<file path="config.mk">
export PLATFORM = sky130hd
export DESIGN_NAME = reg_dump_reader
export DESIGN_NICKNAME = d
export VERILOG_FILES = /design/src/rtl/reg_dump_pkg.sv /design/src/rtl/word_byte_serializer.sv /design/src/rtl/reg_dump_reader.sv
export SDC_FILE = /design/constraint.sdc
export NUM_CORES = 1
export LEC_CHECK = 0
export ABC_AREA = 0
export CORE_ASPECT_RATIO = 0.7
export CORE_MARGIN = 8
export CORE_UTILIZATION = 35
export DETAILED_ROUTE_END_ITERATION = 10
export PLACE_DENSITY = 0.59
export SLEW_MARGIN = 20
export SYNTH_ARGS = -nofsm -noshare
export SYNTH_HDL_FRONTEND = slang
export SYNTH_SLANG_ARGS = --single-unit
</file>
<file path="constraint.sdc">
create_clock -name clk -period 5 [get_ports clk]
set_clock_uncertainty 0.1 [all_clocks]
set_input_delay 0.5 -clock clk [delete_from_list [all_inputs] [get_ports clk]]
set_output_delay 0.5 -clock clk [all_outputs]
set_load 0.01 [all_outputs]
</file>
<file path="src/rtl/reg_dump_pkg.sv">
// Shared types and helpers for the register dump reader.
//   state_t      : dump FSM states
//   calc_nb      : bytes per register word
//   calc_cnt_w   : width of the byte counter (at least 1 bit)
package reg_dump_pkg;

    typedef enum logic [2:0] {
        IDLE,
        ISSUE,
        CAPTURE,
        SEND,
        DONE
    } state_t;

    function automatic int calc_nb(input int reg_width);
        return reg_width / 8;
    endfunction

    function automatic int calc_cnt_w(input int reg_width);
        int nb;
        nb = reg_width / 8;
        return (nb <= 1) ? 1 : $clog2(nb);
    endfunction

endpackage

</file>
<file path="src/rtl/word_byte_serializer.sv">
// Parallel-load shift register that emits a word MSB byte first over a
// valid/ready byte interface.
//   clk, reset     : clock, synchronous active-high reset
//   i_load         : load i_word and start emitting its bytes
//   i_word         : word to serialize
//   o_byte_data    : current byte (top byte of the shift register)
//   o_byte_valid   : byte is valid, held until accepted
//   i_byte_ready   : sink accepts the byte
//   o_last         : strobe, the final byte of the word is being accepted
module word_byte_serializer
    import reg_dump_pkg::*;
#(
    parameter int REG_WIDTH = 32
) (
    input  logic                 clk,
    input  logic                 reset,
    input  logic                 i_load,
    input  logic [REG_WIDTH-1:0] i_word,
    output logic [7:0]           o_byte_data,
    output logic                 o_byte_valid,
    input  logic                 i_byte_ready,
    output logic                 o_last
);

    localparam int NB    = calc_nb(REG_WIDTH);
    localparam int CNT_W = calc_cnt_w(REG_WIDTH);

    logic [REG_WIDTH-1:0] r_shift;
    logic [CNT_W-1:0]     r_cnt;
    logic                 r_valid;
    logic                 w_hs;

    assign w_hs         = r_valid & i_byte_ready;
    assign o_last       = w_hs && (r_cnt == CNT_W'(NB - 1));
    assign o_byte_data  = r_shift[REG_WIDTH-1 -: 8];
    assign o_byte_valid = r_valid;

    always_ff @(posedge clk) begin
        if (reset) begin
            r_shift <= '0;
            r_cnt   <= '0;
            r_valid <= 1'b0;
        end else if (i_load) begin
            r_shift <= i_word;
            r_cnt   <= '0;
            r_valid <= 1'b1;
        end else if (w_hs) begin
            r_shift <= r_shift << 8;
            r_cnt   <= r_cnt + 1'b1;
            // valid drops only on the final handshake, never while stalled
            if (o_last)
                r_valid <= 1'b0;
        end
    end

endmodule

</file>
<file path="src/rtl/reg_dump_reader.sv">
// Debug-side reader: walks every register address through the bank's read
// port A, captures each word and streams it MSB byte first to the debug UART.
//   clk, reset    : clock, synchronous active-high reset
//   start         : dump request, only honoured in IDLE
//   write_w_mon   : bank write strobe; read data is frozen while high
//   addr_reg_rd   : read address to the bank
//   reg_data_in   : bank read data (one cycle after the address)
//   byte_data/byte_valid/byte_ready : outgoing byte stream
//   busy          : dump in progress (through the DONE cycle)
//   done          : one-cycle pulse after the last byte is accepted
//
// state   | meaning
// IDLE    | waiting for start, address holds its last value
// ISSUE   | address on the bank, wait for a cycle with no bank write
// CAPTURE | bank read data valid, load it into the serializer
// SEND    | stream the word's bytes; advance address after the last one
// DONE    | done pulse, return to IDLE
module reg_dump_reader
    import reg_dump_pkg::*;
#(
    parameter int REG_WIDTH     = 32,
    parameter int REG_ADDR_BITS = 5
) (
    input  logic                     clk,
    input  logic                     reset,
    input  logic                     start,
    input  logic                     write_w_mon,
    output logic [REG_ADDR_BITS-1:0] addr_reg_rd,
    input  logic [REG_WIDTH-1:0]     reg_data_in,
    output logic [7:0]               byte_data,
    output logic                     byte_valid,
    input  logic                     byte_ready,
    output logic                     busy,
    output logic                     done
);

    if (REG_WIDTH % 8 != 0) begin : g_bad_width
        $error("reg_dump_reader: REG_WIDTH must be a multiple of 8");
    end

    state_t                   r_state;
    logic [REG_ADDR_BITS-1:0] r_addr;
    logic                     r_busy;
    logic                     r_done;
    logic                     w_load;
    logic                     w_last;

    assign w_load      = (r_state == CAPTURE);
    assign addr_reg_rd = r_addr;
    assign busy        = r_busy;
    assign done        = r_done;

    word_byte_serializer #(
        .REG_WIDTH (REG_WIDTH)
    ) u_ser (
        .clk          (clk),
        .reset        (reset),
        .i_load       (w_load),
        .i_word       (reg_data_in),
        .o_byte_data  (byte_data),
        .o_byte_valid (byte_valid),
        .i_byte_ready (byte_ready),
        .o_last       (w_last)
    );

    always_ff @(posedge clk) begin
        if (reset) begin
            r_state <= IDLE;
            r_addr  <= '0;
            r_busy  <= 1'b0;
            r_done  <= 1'b0;
        end else begin
            case (r_state)
                IDLE: begin
                    if (start) begin
                        r_addr  <= '0;
                        r_busy  <= 1'b1;
                        r_state <= ISSUE;
                    end
                end
                ISSUE: begin
                    // the bank only latches the address on a non-write edge
                    if (!write_w_mon)
                        r_state <= CAPTURE;
                end
                CAPTURE: begin
                    r_state <= SEND;
                end
                SEND: begin
                    if (w_last) begin
                        if (&r_addr) begin
                            r_done  <= 1'b1;
                            r_state <= DONE;
                        end else begin
                            r_addr  <= r_addr + 1'b1;
                            r_state <= ISSUE;
                        end
                    end
                end
                DONE: begin
                    r_done  <= 1'b0;
                    r_busy  <= 1'b0;
                    r_state <= IDLE;
                end
                default: begin
                    r_state <= IDLE;
                end
            endcase
        end
    end

endmodule

</file>
Yosys cells after proc, flatten, opt, wreduce, memory -nomap -nowiden
Cells that the tools add are included.
Widths: inputs -> output; s select.
{"block": "word_totals", "register_bits": 45, "input_bits": 37, "output_inout_bits": 16, "wordCells": 53}
{"block": "classes", "n_addsub": 2, "n_eq_ne": 10, "n_mux": 19, "bitwise_logic": 1, "reduce_logical": 14}
{"cell": "$mux 32", "count": 2}
{"cell": "$mux 5", "count": 3}
{"cell": "$mux 3", "count": 4}
{"cell": "$pmux 3 s4", "count": 1}
{"cell": "$pmux 5 s2", "count": 1}
{"cell": "$reduce_bool 2->1", "count": 5}
{"cell": "$ne 2x2->1 const B", "count": 4}
{"cell": "$eq 3x2->1 const B", "count": 2}
{"cell": "$mux 1", "count": 6}
{"cell": "$reduce_and 3->1", "count": 2}
{"cell": "$add 5x1->5 const B", "count": 1}
{"cell": "$reduce_and 5->1", "count": 1}
{"cell": "$pmux 1 s2", "count": 2}
{"cell": "$reduce_and 2->1", "count": 2}
{"cell": "$reduce_and 4->1", "count": 1}
{"cell": "$eq 3x1->1 const B", "count": 1}
{"cell": "$eq 3x3->1 const B", "count": 1}
{"cell": "$logic_not 3->1", "count": 1}
{"cell": "$add 2x1->2 const B", "count": 1}
{"cell": "$eq 2x2->1 const B", "count": 1}
{"cell": "$ne 2x1->1 const B", "count": 1}
{"cell": "$reduce_or 2->1", "count": 1}
{"cell": "$and 1x1->1", "count": 1}
{"cell": "$logic_and 1x1->1", "count": 1}

Logic depth before layout (Yosys ltp)
{"block": "logic_depth", "ltp_word": 5, "mapped_depth": 6, "depth_no_buf": 6}

Modules after synthesis
From an unflattened synthesis, not the netlist that was laid out.
{"block": "unflattened", "cells_unflattened": 251, "hier_area_um2": 2417.3}
{"mod": "word_byte_serializer", "instances": 1, "cells_each": 193, "area_each_um2": 1873.0, "seq_area_each_um2": 700.7}
{"mod": "reg_dump_reader", "instances": 1, "cells_each": 58, "area_each_um2": 544.3, "seq_area_each_um2": 200.2}

Least setup slack after synthesis
No wires, ideal clock.
{"block": "synth_timing", "kind": "reg-to-reg", "from": "register r_addr[0] (netlist: addr_reg_rd[0])", "to": "register r_addr[1] (netlist: addr_reg_rd[1])", "setup_time_ns": 0.072, "arrival_time_ns": 1.589, "slack_ns": 3.239, "path_stages_with_launch": 6, "n_path_buf": 0, "path_cell_list": "dfxtp_1 > ha_1 > and3_1 > ha_1 > o41ai_4 > mux2i_1"}
{"block": "synth_via", "elab_chain_cells": 4}
{"element": "from (decl)", "line_no": "reg_dump_reader.sv:42", "source": "logic [REG_ADDR_BITS-1:0] r_addr;"}
{"element": "from (signal assigned)", "line_no": "reg_dump_reader.sv:95", "source": "r_addr <= r_addr + 1'b1;"}
{"element": "$add 5x1->5", "line_no": "reg_dump_reader.sv:95"}
{"element": "$mux 5", "line_no": "reg_dump_reader.sv:91", "source": "if (&r_addr) begin"}
{"element": "$mux 5", "line_no": "reg_dump_reader.sv:90", "source": "if (w_last) begin"}
{"element": "$pmux 5 s2", "line_no": "reg_dump_reader.sv:73", "source": "case (r_state)"}
Parallel ways exist; a longest one is shown, timed or not. The select of a mux whose other input is x is not followed.
A chain may end at the register's enable or synchronous reset.

Worst setup path after layout
{"block": "layout_timing", "from": "input byte_ready", "to": "register u_ser.r_shift[9]"}
{"block": "layout_via", "elab_chain_cells": 2}
{"element": "from (decl)", "line_no": "reg_dump_reader.sv:32", "source": "input logic byte_ready,"}
{"element": "$and 1x1->1", "line_no": "word_byte_serializer.sv:33", "source": "assign w_hs = r_valid & i_byte_ready;"}
{"element": "$reduce_bool 2->1 (no source line)"}
{"element": "to (signal assigned)", "line_no": "word_byte_serializer.sv:44", "source": "r_shift <= i_word;"}
{"element": "to (signal assigned)", "line_no": "word_byte_serializer.sv:48", "source": "r_shift <= r_shift << 8;"}
{"element": "to (decl)", "line_no": "word_byte_serializer.sv:28", "source": "logic [REG_WIDTH-1:0] r_shift;"}
No other way between the ends.

==> metrics.yaml <==
status: "finished clean"
cts_buffer_depth: 2
dr.pass1.iters: 4
critPathTopFamily: "buffers and inverters"
cp.required_ps: 5030
drv_cap: 0
synth-edff-count: 0
vias: 1855
dominantRegCellSynth: "dfxtp_1"
routedWlPerCell_um: 15.1
core_um2: 6250
gp_congestion: 0.818
grt_pass1_vias: 1844
fin_ws_ps: 2390
crit_slowest_cell: "clkdlybuf4s50_1"
drt_first_iter_violations: 133
rsz0062_at_grt: "false"
grt_pass1_wl_mm: 9.20
synthTopCellsByCount: "dfxtp_1 (45), nand2_1 (40), nand3_1 (35)"
synth_area_per_cell_um2: 8.93
die_x_um: 112
yosysTopAreaCellShare_pct: 39.6
cp_slowest_stage_delay_ps: 1130
drc: 0
slew_viol_final: 0
whs_ps: 371
synth_nets: 295
worst-path-max-fanout: 34
synth_compound_area_share_pct: 21.9
period_needed_ps: 2610
powerDensity_nw_per_um2: 283
cp-end-kind: "flip-flop"
worst_slew_pin_slew_ps: 1000
timing.fmax_mhz: 384
areaGrowthSynthToFinish_pct: 24.0
io_buffers: 52
worstPathCellList: "clkdlybuf4s50_1, nand2_2, nand2_1, a311oi_2"
leakage_nw: 0.940
cts-resized-gates: 0
dp_slack_ps: 2040
row_count: 24
worstPathArrival_ps: 2640
post-cts-setup-buffers: 0
final.setup.tns_ps: 0
yosysUniqueCellTypes: 33
clk_pin_slew_ps: 90
placedCellCount: 354
synth.largest_area_cell: "dfxtp_1"
cts_root_buf: "clkbuf_8"
async_flop_share_pct: 0
drive_above_1_share_pct: 14.1
startpoint: "byte_ready"
synthSimpleGateAreaFrac_pct: 26.2
clock_sinks: 45
wl_mm: 5.45
synthCells: 255
antenna_cells: 0
critPathBufInv: 1
antenna_found_initial: 0
clock_latency_ps: 300
antenna_left: 0
cp-start-kind: "input pin"
grt_usage_pct: 12.0
yosys-top-cells-area: "dfxtp_1 (40%), a311oi_2 (16%), nand3_1 (7.7%), nand2_1 (6.6%), nor2_1 (4.8%)"
ys_ff_latch: 45
min_from: "u_ser.r_shift[0]"
yosysWarnings: 0
design.die.area_um2: 9380
grt.overflow.total: 0
min_path_type: "reg2reg"
cts_tree: "done"
synth_fa_ha_area_share_pct: 1.65
hold_buffers: 0
htree_levels: 2
cts_made_buffers: 5
yosysMostFrequentCell: "dfxtp_1"
hold_viol_final: 0
worst_ir_drop_vdd_mv: 0.148
netlist_area_um2: 2280
dpl.hpwl_mm: 3.66
period_share_pct: 52.1
maxSlewHeadroom_pct: 33.1
grt_max_degree: 57
die_h_um: 83.5
path_class: "in2reg"
setup_viol: 0
synth_top_family_by_area: "simple AND/OR/NAND/NOR gates"
yosysSeqAreaShare_pct: 39.6
via_per_inst: 5.12
r2r_start: "u_ser.o_byte_valid"
synth-xor-area-share_pct: 0.385
nNetsFinal: 323
ios: 53
initial_core_util_pct: 36.4
instances_no_fill: 362
synthMuxAreaShare_pct: 1.32
[metal layers]
layer  vias up  share of wire, %  global-route usage [%]
met4         0               1.2                    5.12
li1        964                 -                       -
met2        43                39                    16.3
met1       844                54                    16.4
met5         -                 0                       0
met3         4               6.0                    4.12
[cell families (layout without fill, tap and decap cells)]
family,Yosys count,count (layout)
simple gates,125,125
flops,45,45
compound gates,44,44
buf+inv,34,63
fa+ha+maj,3,3
mux,3,3
xor+xnor,1,1
[worst reg2reg max path, cell delays in order (launching register included)]
cell and delay, ps:
dfxtp_1 990, nand2_2 670, nand2_1 260, a311oi_2 110
[cells in the final DEF, fill, tap and decap left out, drive strengths merged, types with 2 or more instances in the layout]
cell type / instances
a21oi: 11
a311oi: 24
a32oi: 2
and4b: 4
buf: 2
clkbuf: 7
clkdlybuf4s50: 51
dfxtp: 45
ha: 3
inv: 2
mux2i: 3
nand2: 41
nand3: 35
nor2: 29
nor2b: 2
nor3: 4
nor4: 2
o21ai: 3
[worst paths after layout]
path | slack [ps] | endpoint | depth (start not counted)
setup / recovery | 2390 | u_ser.r_shift[9] | 4
hold / removal | 370 | u_ser.r_shift[0] | 2
setup reg to reg | 2720 | u_ser.r_shift[9] | 3
hold reg to reg | 370 | u_ser.r_shift[0] | 2
[state kept, by name, summed over array words and instances, names as in the netlist]
name	flops
busy	1
u_ser.r_cnt	2
addr_reg_rd	5
u_ser.o_byte_valid	1
done	1
r_state	3
u_ser.r_shift	32
[layout make-up]
cell class / count / area, um2
clock buffer: 7 / 86.3
inverter: 2 / 7.51
timing repair buffer: 53 / 523
clock inverter: 1 / 30.0
multi-input combinational: 176 / 1180
fill: 618 / 3420
tap: 78 / 97.6
sequential: 45 / 901
[power by group]
part / switching (W) / internal (W)
Clock: 0.000122 / 0.000163
Sequential: 0.0000177 / 0.000378
Combinational: 0.0000541 / 0.0000628
[metrics by stage]
step	instance area, um2	utilization, %	total power [W]
3_5_place_dp	2710	43.3	0.000521
3_3_place_gp	2700	43.2	0.000520
5_1_grt	2820	45.2	0.000835
4_1_cts	2820	45.2	0.000807
2_1_floorplan	2280	-	0.000479
6_report	2820	45.2	0.000798
Note: power is estimated with default switching activity, not from simulation.
